$ cat src/rtl/tbird_pkg.sv
// Shared state type and default parameter values for the Thunderbird input conditioner.
package tbird_pkg;

   localparam int unsigned DEF_DEBOUNCE_CYCLES = 4;
   localparam int unsigned DEF_PAIR_WINDOW     = 8;
   localparam int unsigned DEF_REPEAT_CYCLES   = 64;

   typedef enum logic [2:0] {
      IDLE,
      WAIT_L,
      WAIT_R,
      EMIT_L,
      EMIT_R,
      EMIT_H,
      HOLDOFF
   } cond_state_t;

endpackage

$ cat src/rtl/tbird_debounce.sv
// One switch channel: 2-flop synchronizer, stability-count debouncer and
// a one-cycle press pulse on the debounced rising edge.
module tbird_debounce
   import tbird_pkg::*;
#(
   parameter int unsigned DEBOUNCE_CYCLES = DEF_DEBOUNCE_CYCLES
) (
   input  logic clk,
   input  logic reset,
   input  logic raw,
   output logic level,
   output logic press
);

   localparam int unsigned CW = $clog2(DEBOUNCE_CYCLES + 1);

   logic          sync1;
   logic          sync2;
   logic          level_q;
   logic [CW-1:0] cnt;

   always_ff @(posedge clk or negedge reset) begin
      if (!reset) begin
         sync1 <= 1'b0;
         sync2 <= 1'b0;
      end else begin
         sync1 <= raw;
         sync2 <= sync1;
      end
   end

   // The count sits at DEBOUNCE_CYCLES for one cycle; the level flips on the following edge.
   always_ff @(posedge clk or negedge reset) begin
      if (!reset) begin
         cnt   <= '0;
         level <= 1'b0;
      end else if (cnt == CW'(DEBOUNCE_CYCLES)) begin
         cnt   <= '0;
         level <= ~level;
      end else if (sync2 == level) begin
         cnt   <= '0;
      end else begin
         cnt   <= cnt + CW'(1);
      end
   end

   always_ff @(posedge clk or negedge reset) begin
      if (!reset) begin
         level_q <= 1'b0;
      end else begin
         level_q <= level;
      end
   end

   assign press = level & ~level_q;

endmodule

$ cat src/rtl/tbird_input_cond.sv
// Pairs debounced left/right presses into single, hazard or (optionally
// repeated) one-cycle requests. Auto-repeat is built when TBIRD_AUTOREPEAT_EN is defined.
module tbird_input_cond
   import tbird_pkg::*;
#(
   parameter int unsigned DEBOUNCE_CYCLES = DEF_DEBOUNCE_CYCLES,
   parameter int unsigned PAIR_WINDOW     = DEF_PAIR_WINDOW,
   parameter int unsigned REPEAT_CYCLES   = DEF_REPEAT_CYCLES
) (
   input  logic clk,
   input  logic reset,
   input  logic left_raw,
   input  logic right_raw,
   output logic left,
   output logic right,
   output logic hazard,
   output logic busy
);

   localparam int unsigned WW = $clog2(PAIR_WINDOW + 1);

   if (DEBOUNCE_CYCLES < 1 || PAIR_WINDOW < 1 || REPEAT_CYCLES < 2) begin : g_param_check
      $error("tbird_input_cond: parameter out of range");
   end

   cond_state_t   state;
   cond_state_t   state_next;
   logic [WW-1:0] win_cnt;
   logic          lvl_l;
   logic          lvl_r;
   logic          pl;
   logic          pr;
   logic          left_d;
   logic          right_d;
   logic          hazard_d;
   logic          busy_d;

   tbird_debounce #(.DEBOUNCE_CYCLES(DEBOUNCE_CYCLES)) u_deb_left (
      .clk   (clk),
      .reset (reset),
      .raw   (left_raw),
      .level (lvl_l),
      .press (pl)
   );

   tbird_debounce #(.DEBOUNCE_CYCLES(DEBOUNCE_CYCLES)) u_deb_right (
      .clk   (clk),
      .reset (reset),
      .raw   (right_raw),
      .level (lvl_r),
      .press (pr)
   );

`ifdef TBIRD_AUTOREPEAT_EN
   localparam int unsigned RW = $clog2(REPEAT_CYCLES);

   logic [RW-1:0] rep_cnt;
   cond_state_t   origin;

   // Loaded on the EMIT cycle so that a count of 1 in HOLDOFF lands REPEAT_CYCLES after the pulse.
   always_ff @(posedge clk or negedge reset) begin
      if (!reset) begin
         rep_cnt <= '0;
         origin  <= IDLE;
      end else if (state inside {EMIT_L, EMIT_R, EMIT_H}) begin
         rep_cnt <= RW'(REPEAT_CYCLES - 1);
         origin  <= state;
      end else if (state == HOLDOFF && rep_cnt != '0) begin
         rep_cnt <= rep_cnt - RW'(1);
      end else if (state != HOLDOFF) begin
         rep_cnt <= '0;
      end
   end
`endif

   always_ff @(posedge clk or negedge reset) begin
      if (!reset) begin
         state <= IDLE;
      end else begin
         state <= state_next;
      end
   end

   always_comb begin
      state_next = state;
      case (state)
         IDLE: begin
            if (pl && pr)  state_next = EMIT_H;
            else if (pl)   state_next = WAIT_L;
            else if (pr)   state_next = WAIT_R;
         end
         WAIT_L: begin
            if (pr)                       state_next = EMIT_H;
            else if (win_cnt == WW'(1))   state_next = EMIT_L;
         end
         WAIT_R: begin
            if (pl)                       state_next = EMIT_H;
            else if (win_cnt == WW'(1))   state_next = EMIT_R;
         end
         EMIT_L, EMIT_R, EMIT_H: state_next = HOLDOFF;
         HOLDOFF: begin
            if (!lvl_l && !lvl_r) begin
               state_next = IDLE;
            end
`ifdef TBIRD_AUTOREPEAT_EN
            else if (rep_cnt == RW'(1)) begin
               case (origin)
                  EMIT_L:  if (lvl_l)          state_next = EMIT_L;
                  EMIT_R:  if (lvl_r)          state_next = EMIT_R;
                  EMIT_H:  if (lvl_l && lvl_r) state_next = EMIT_H;
                  default: state_next = HOLDOFF;
               endcase
            end
`endif
         end
         default: state_next = IDLE;
      endcase
   end

   always_ff @(posedge clk or negedge reset) begin
      if (!reset) begin
         win_cnt <= '0;
      end else if (state_next inside {WAIT_L, WAIT_R}) begin
         win_cnt <= (state == IDLE) ? WW'(PAIR_WINDOW) : win_cnt - WW'(1);
      end else begin
         win_cnt <= '0;
      end
   end

   // Outputs are decoded from the next state so they line up with the state register.
   always_comb begin
      left_d   = 1'b0;
      right_d  = 1'b0;
      hazard_d = 1'b0;
      busy_d   = (state_next != IDLE);
      case (state_next)
         EMIT_L:  left_d = 1'b1;
         EMIT_R:  right_d = 1'b1;
         EMIT_H: begin
            left_d   = 1'b1;
            right_d  = 1'b1;
            hazard_d = 1'b1;
         end
         default: ;
      endcase
   end

   always_ff @(posedge clk or negedge reset) begin
      if (!reset) begin
         left   <= 1'b0;
         right  <= 1'b0;
         hazard <= 1'b0;
         busy   <= 1'b0;
      end else begin
         left   <= left_d;
         right  <= right_d;
         hazard <= hazard_d;
         busy   <= busy_d;
      end
   end

endmodule

$ cat config.mk
export PLATFORM = sky130hd
export DESIGN_NAME = tbird_input_cond
export DESIGN_NICKNAME = d
export VERILOG_FILES = /design/src/rtl/tbird_pkg.sv /design/src/rtl/tbird_debounce.sv /design/src/rtl/tbird_input_cond.sv
export SDC_FILE = /design/constraint.sdc
export NUM_CORES = 1
export LEC_CHECK = 0
export ABC_AREA = 1
export CORE_MARGIN = 1
export CORE_UTILIZATION = 35
export DETAILED_ROUTE_END_ITERATION = 10
export SYNTH_ARGS = -nofsm -noshare
export SYNTH_HDL_FRONTEND = slang
export SYNTH_SLANG_ARGS = --single-unit
$ cat constraint.sdc
create_clock -name clk -period 1.3 [get_ports clk]
set_clock_uncertainty 0.2 [all_clocks]
set_input_delay 0.195 -clock clk [delete_from_list [all_inputs] [get_ports clk]]
set_output_delay 0.195 -clock clk [all_outputs]
set_load 0.01 [all_outputs]
==> results.yml <==
run_status:
  status: "finished, violations left"
  failed_checks: "negative setup slack"
power_and_ir_drop:
  worst_ir_drop_vdd_mv: 0.824
  p_switching_mw: 1.44
  pwr-share-comb: 0.528
  p_sw_frac: 0.420
  cellInternalPower_mw: 1.98
  power_leakage_nw: 0.751
  sequentialPowerShare: 0.370
  power.density_cell_area_nw_per_um2: 2300
  power.share.clock: 0.102
  report.power.total_mw: 3.42
synthesis:
  synth_cell_type_count: 18
  synthesis.nets: 130
  synth_sequential_area_ratio: 0.558
  netlist_area_um2: 1120
  avgSynthCellArea_um2: 9.34
  synth-warning-count: 0
  synth_cells: 120
  yosys_register_bits: 25
grt:
  grt_antenna_before_repair: 0
  wire_length_of_the_first_global_routing_pass_mm: 3.57
  grt_overflow: 0
  grt_start_max_net_pins: 26
  first_global_vias: 866
  globalRouteTotalUtil: 0.138
timing:
  finalSetupViolations: 9
  period_share: 1.18
  setup_ws_ps: -234
  slew_violations: 0
  unrepaired_setup_endpoints_after_global_routing: "true"
  finalHoldViolations: 0
  timing.fmax_mhz: 652
  min_cycle_time_layout_ps: 1530
  fin_tns_setup_ps: -1530
  max-slew-margin-rel: 0.852
  max_slew.worst_pin.slew_ps: 219
  timing.hold.ws_ps: 93.5
finish:
  layout.nets: 158
  most-common-layout-cells: "23 x sky130_fd_sc_hd__dfrtp_1, 15 x sky130_fd_sc_hd__inv_1, 14 x sky130_fd_sc_hd__nand2_1"
  finalCoreUtilization: 0.488
  layout-drive-gt1-share: 0.381
  multi_input_area_um2: 517
  area_growth_syn_to_layout_pct: 32.9
  layout.area.seq_um2: 628
  antenna_cells_inserted: 0
  num-fill-cells: 298
  mostFrequentLayoutCell: "sky130_fd_sc_hd__dfrtp_1"
setup_path:
  series_of_cell_instances_along_the_critical_path: "inv_2, nand2_4, nor2_4, nand3_2, nand2_2, nand2_2, nand3_2, nand2_4, nor2_2"
  cp_num_buf_inv: 1
  criticalPathCategory: "flip-flop to flip-flop"
  worstPathMaxFanout: 5
  worst_setup_path_end_kind: "flip-flop"
  cp.depth: 9
  reg2reg_to: "win_cnt[2]"
  critPathMaxStageDelay_ps: 440
  worst_path_dominant_cell_family: "simple AND/OR/NAND/NOR gates"
  worst_setup_path_start_kind: "flip-flop"
  data_arrival_time_of_the_worst_path_ps: 1590
  launching_element_of_the_worst_setup_path: "state[0]"
  rr_worst_depth: 9
  worst_path_max_delay_cell: "sky130_fd_sc_hd__dfrtp_1"
  worstReg2RegStart: "state[0]"
  critical_path.endpoint: "win_cnt[2]"
  reg2reg_slack_ps: -230
  worst_ep_required_time_ps: 1360
clock_tree:
  clkTransAtPathRegs_ps: 140
  insertion_delay_ps: 320
  htree_num_levels: 1
  cts.path.max_buffers: 2
  cts.sinks: 25
  tritoncts: "yes"
  cts_made_buffers: 3
  ctsRootBufferMaster: "sky130_fd_sc_hd__clkbuf_4"
route:
  remaining_drc_errors: 0
  route.antenna.remaining_nets: 0
  detail_route.wirelength_mm: 1.90
  vias: 804
  route.detailed.vias_per_inst: 4.21
  drt_iter0_markers: 14
  router_iterations_before_antenna_repair: 3
  wl_per_cell_um: 9.95
place:
  detailed_place_hpwl_mm: 1.37
  detailedPlace.worstSlack_ps: -221
  port_buffers: 7
  final_replace_weighted_congestion: 0.910
floorplan:
  row_count: 20
  floorplan.io_pins: 8
  core-area_um2: 3050
  die-height_um: 58.6
  die-area_um2: 3430
  start_util: 0.367
  chipWidth_um: 58.6
job:
  max_cap_violations: 0
worst_hold_path:
  worstHoldPathType: "input port to flip-flop"
[layout make-up]
type	count	share of cell area
flip-flops and latches	25	0.421
multi-input cells	76	0.347
repair buffers	23	0.127
inverters	19	0.0479
well taps	44	0.0369
clock buffers	3	0.0151
clock inverters	1	0.00504
[sequential cells by signal (all words and copies together) (netlist names), 3 cells and up]
signal           count
state                3
u_deb_left.cnt       3
win_cnt              4
u_deb_right.cnt      3
[timing repair]
| action | CTS | global route |
|---|---|---|
| setup buffers | 3 | 0 |
| gates cloned | 0 | 0 |
| endpoints found under the setup margin | 10 | 9 |
| hold buffers | 1 | 0 |
| resized for setup | 32 | 6 |
| pin swaps | 5 | 3 |
| endpoints found under the hold margin | 15 | 0 |
[metal layers]
metal	up-vias	share of wire	global-route usage
met5	-	0	0
met4	0	0.0068	0.0408
met3	2	0.022	0.0264
met2	9	0.50	0.251
met1	376	0.47	0.164
li1	417	-	-
[per-stage QoR]
| stage | area, µm² | instances |
|---|---|---|
| floorplan | 1140 | 120 |
| global placement | 1370 | 183 |
| detailed placement | 1370 | 183 |
| CTS | 1470 | 191 |
| global route | 1490 | 191 |
| finish | 1490 | 191 |
[power groups by stage]
stage	sequential, mW	combinational, mW	clock, mW
after floorplan	1.25	0.980	0
after global routing	1.30	2.06	0.398
final	1.27	1.81	0.351
after global placement	1.25	1.49	0
after CTS	1.26	1.71	0.373
after detailed placement	1.26	1.52	0
[logic make-up (layout without fill, tap and decap cells)]
| group | after synthesis | count (layout) | synth area share |
|---|---|---|---|
| compound gates | 4 | 4 | 0.0212 |
| buf+inv | 19 | 46 | 0.0636 |
| xor+xnor | 7 | 7 | 0.0547 |
| fa+ha+maj | 6 | 6 | 0.0670 |
| flops | 25 | 25 | 0.558 |
| simple gates | 59 | 59 | 0.235 |
[synth_stat cells]
cell type	count	area share
sky130_fd_sc_hd__nor2_2	1	0.0056
sky130_fd_sc_hd__xnor2_1	2	0.016
sky130_fd_sc_hd__ha_1	6	0.067
sky130_fd_sc_hd__o21ai_0	2	0.0089
sky130_fd_sc_hd__inv_1	17	0.057
sky130_fd_sc_hd__dfrtp_1	25	0.56
sky130_fd_sc_hd__nor2_1	21	0.070
sky130_fd_sc_hd__o21ai_2	1	0.0078
sky130_fd_sc_hd__nor2_4	1	0.010
sky130_fd_sc_hd__and3_4	1	0.010
sky130_fd_sc_hd__nand3_1	10	0.045
sky130_fd_sc_hd__a21oi_1	1	0.0045
sky130_fd_sc_hd__xor2_1	5	0.039
sky130_fd_sc_hd__inv_2	2	0.0067
sky130_fd_sc_hd__nand2_2	2	0.011
sky130_fd_sc_hd__or2_1	2	0.011
sky130_fd_sc_hd__or2_2	1	0.0056
sky130_fd_sc_hd__nand2_1	20	0.067
[worst min-delay path by stage]
stage	end	slack, ps	startpoint	cells after the start
3_3_place_gp	u_deb_right.sync2	130	u_deb_right.sync1	0
2_1_floorplan	busy	-300	reset	0
5_1_grt	u_deb_left.sync1	80	left_raw	1
3_5_place_dp	u_deb_left.sync2	140	u_deb_left.sync1	0
4_1_cts	u_deb_right.sync1	80	right_raw	1
6_report	u_deb_right.sync1	90	right_raw	1
Note: power is estimated with default switching activity, not from simulation.
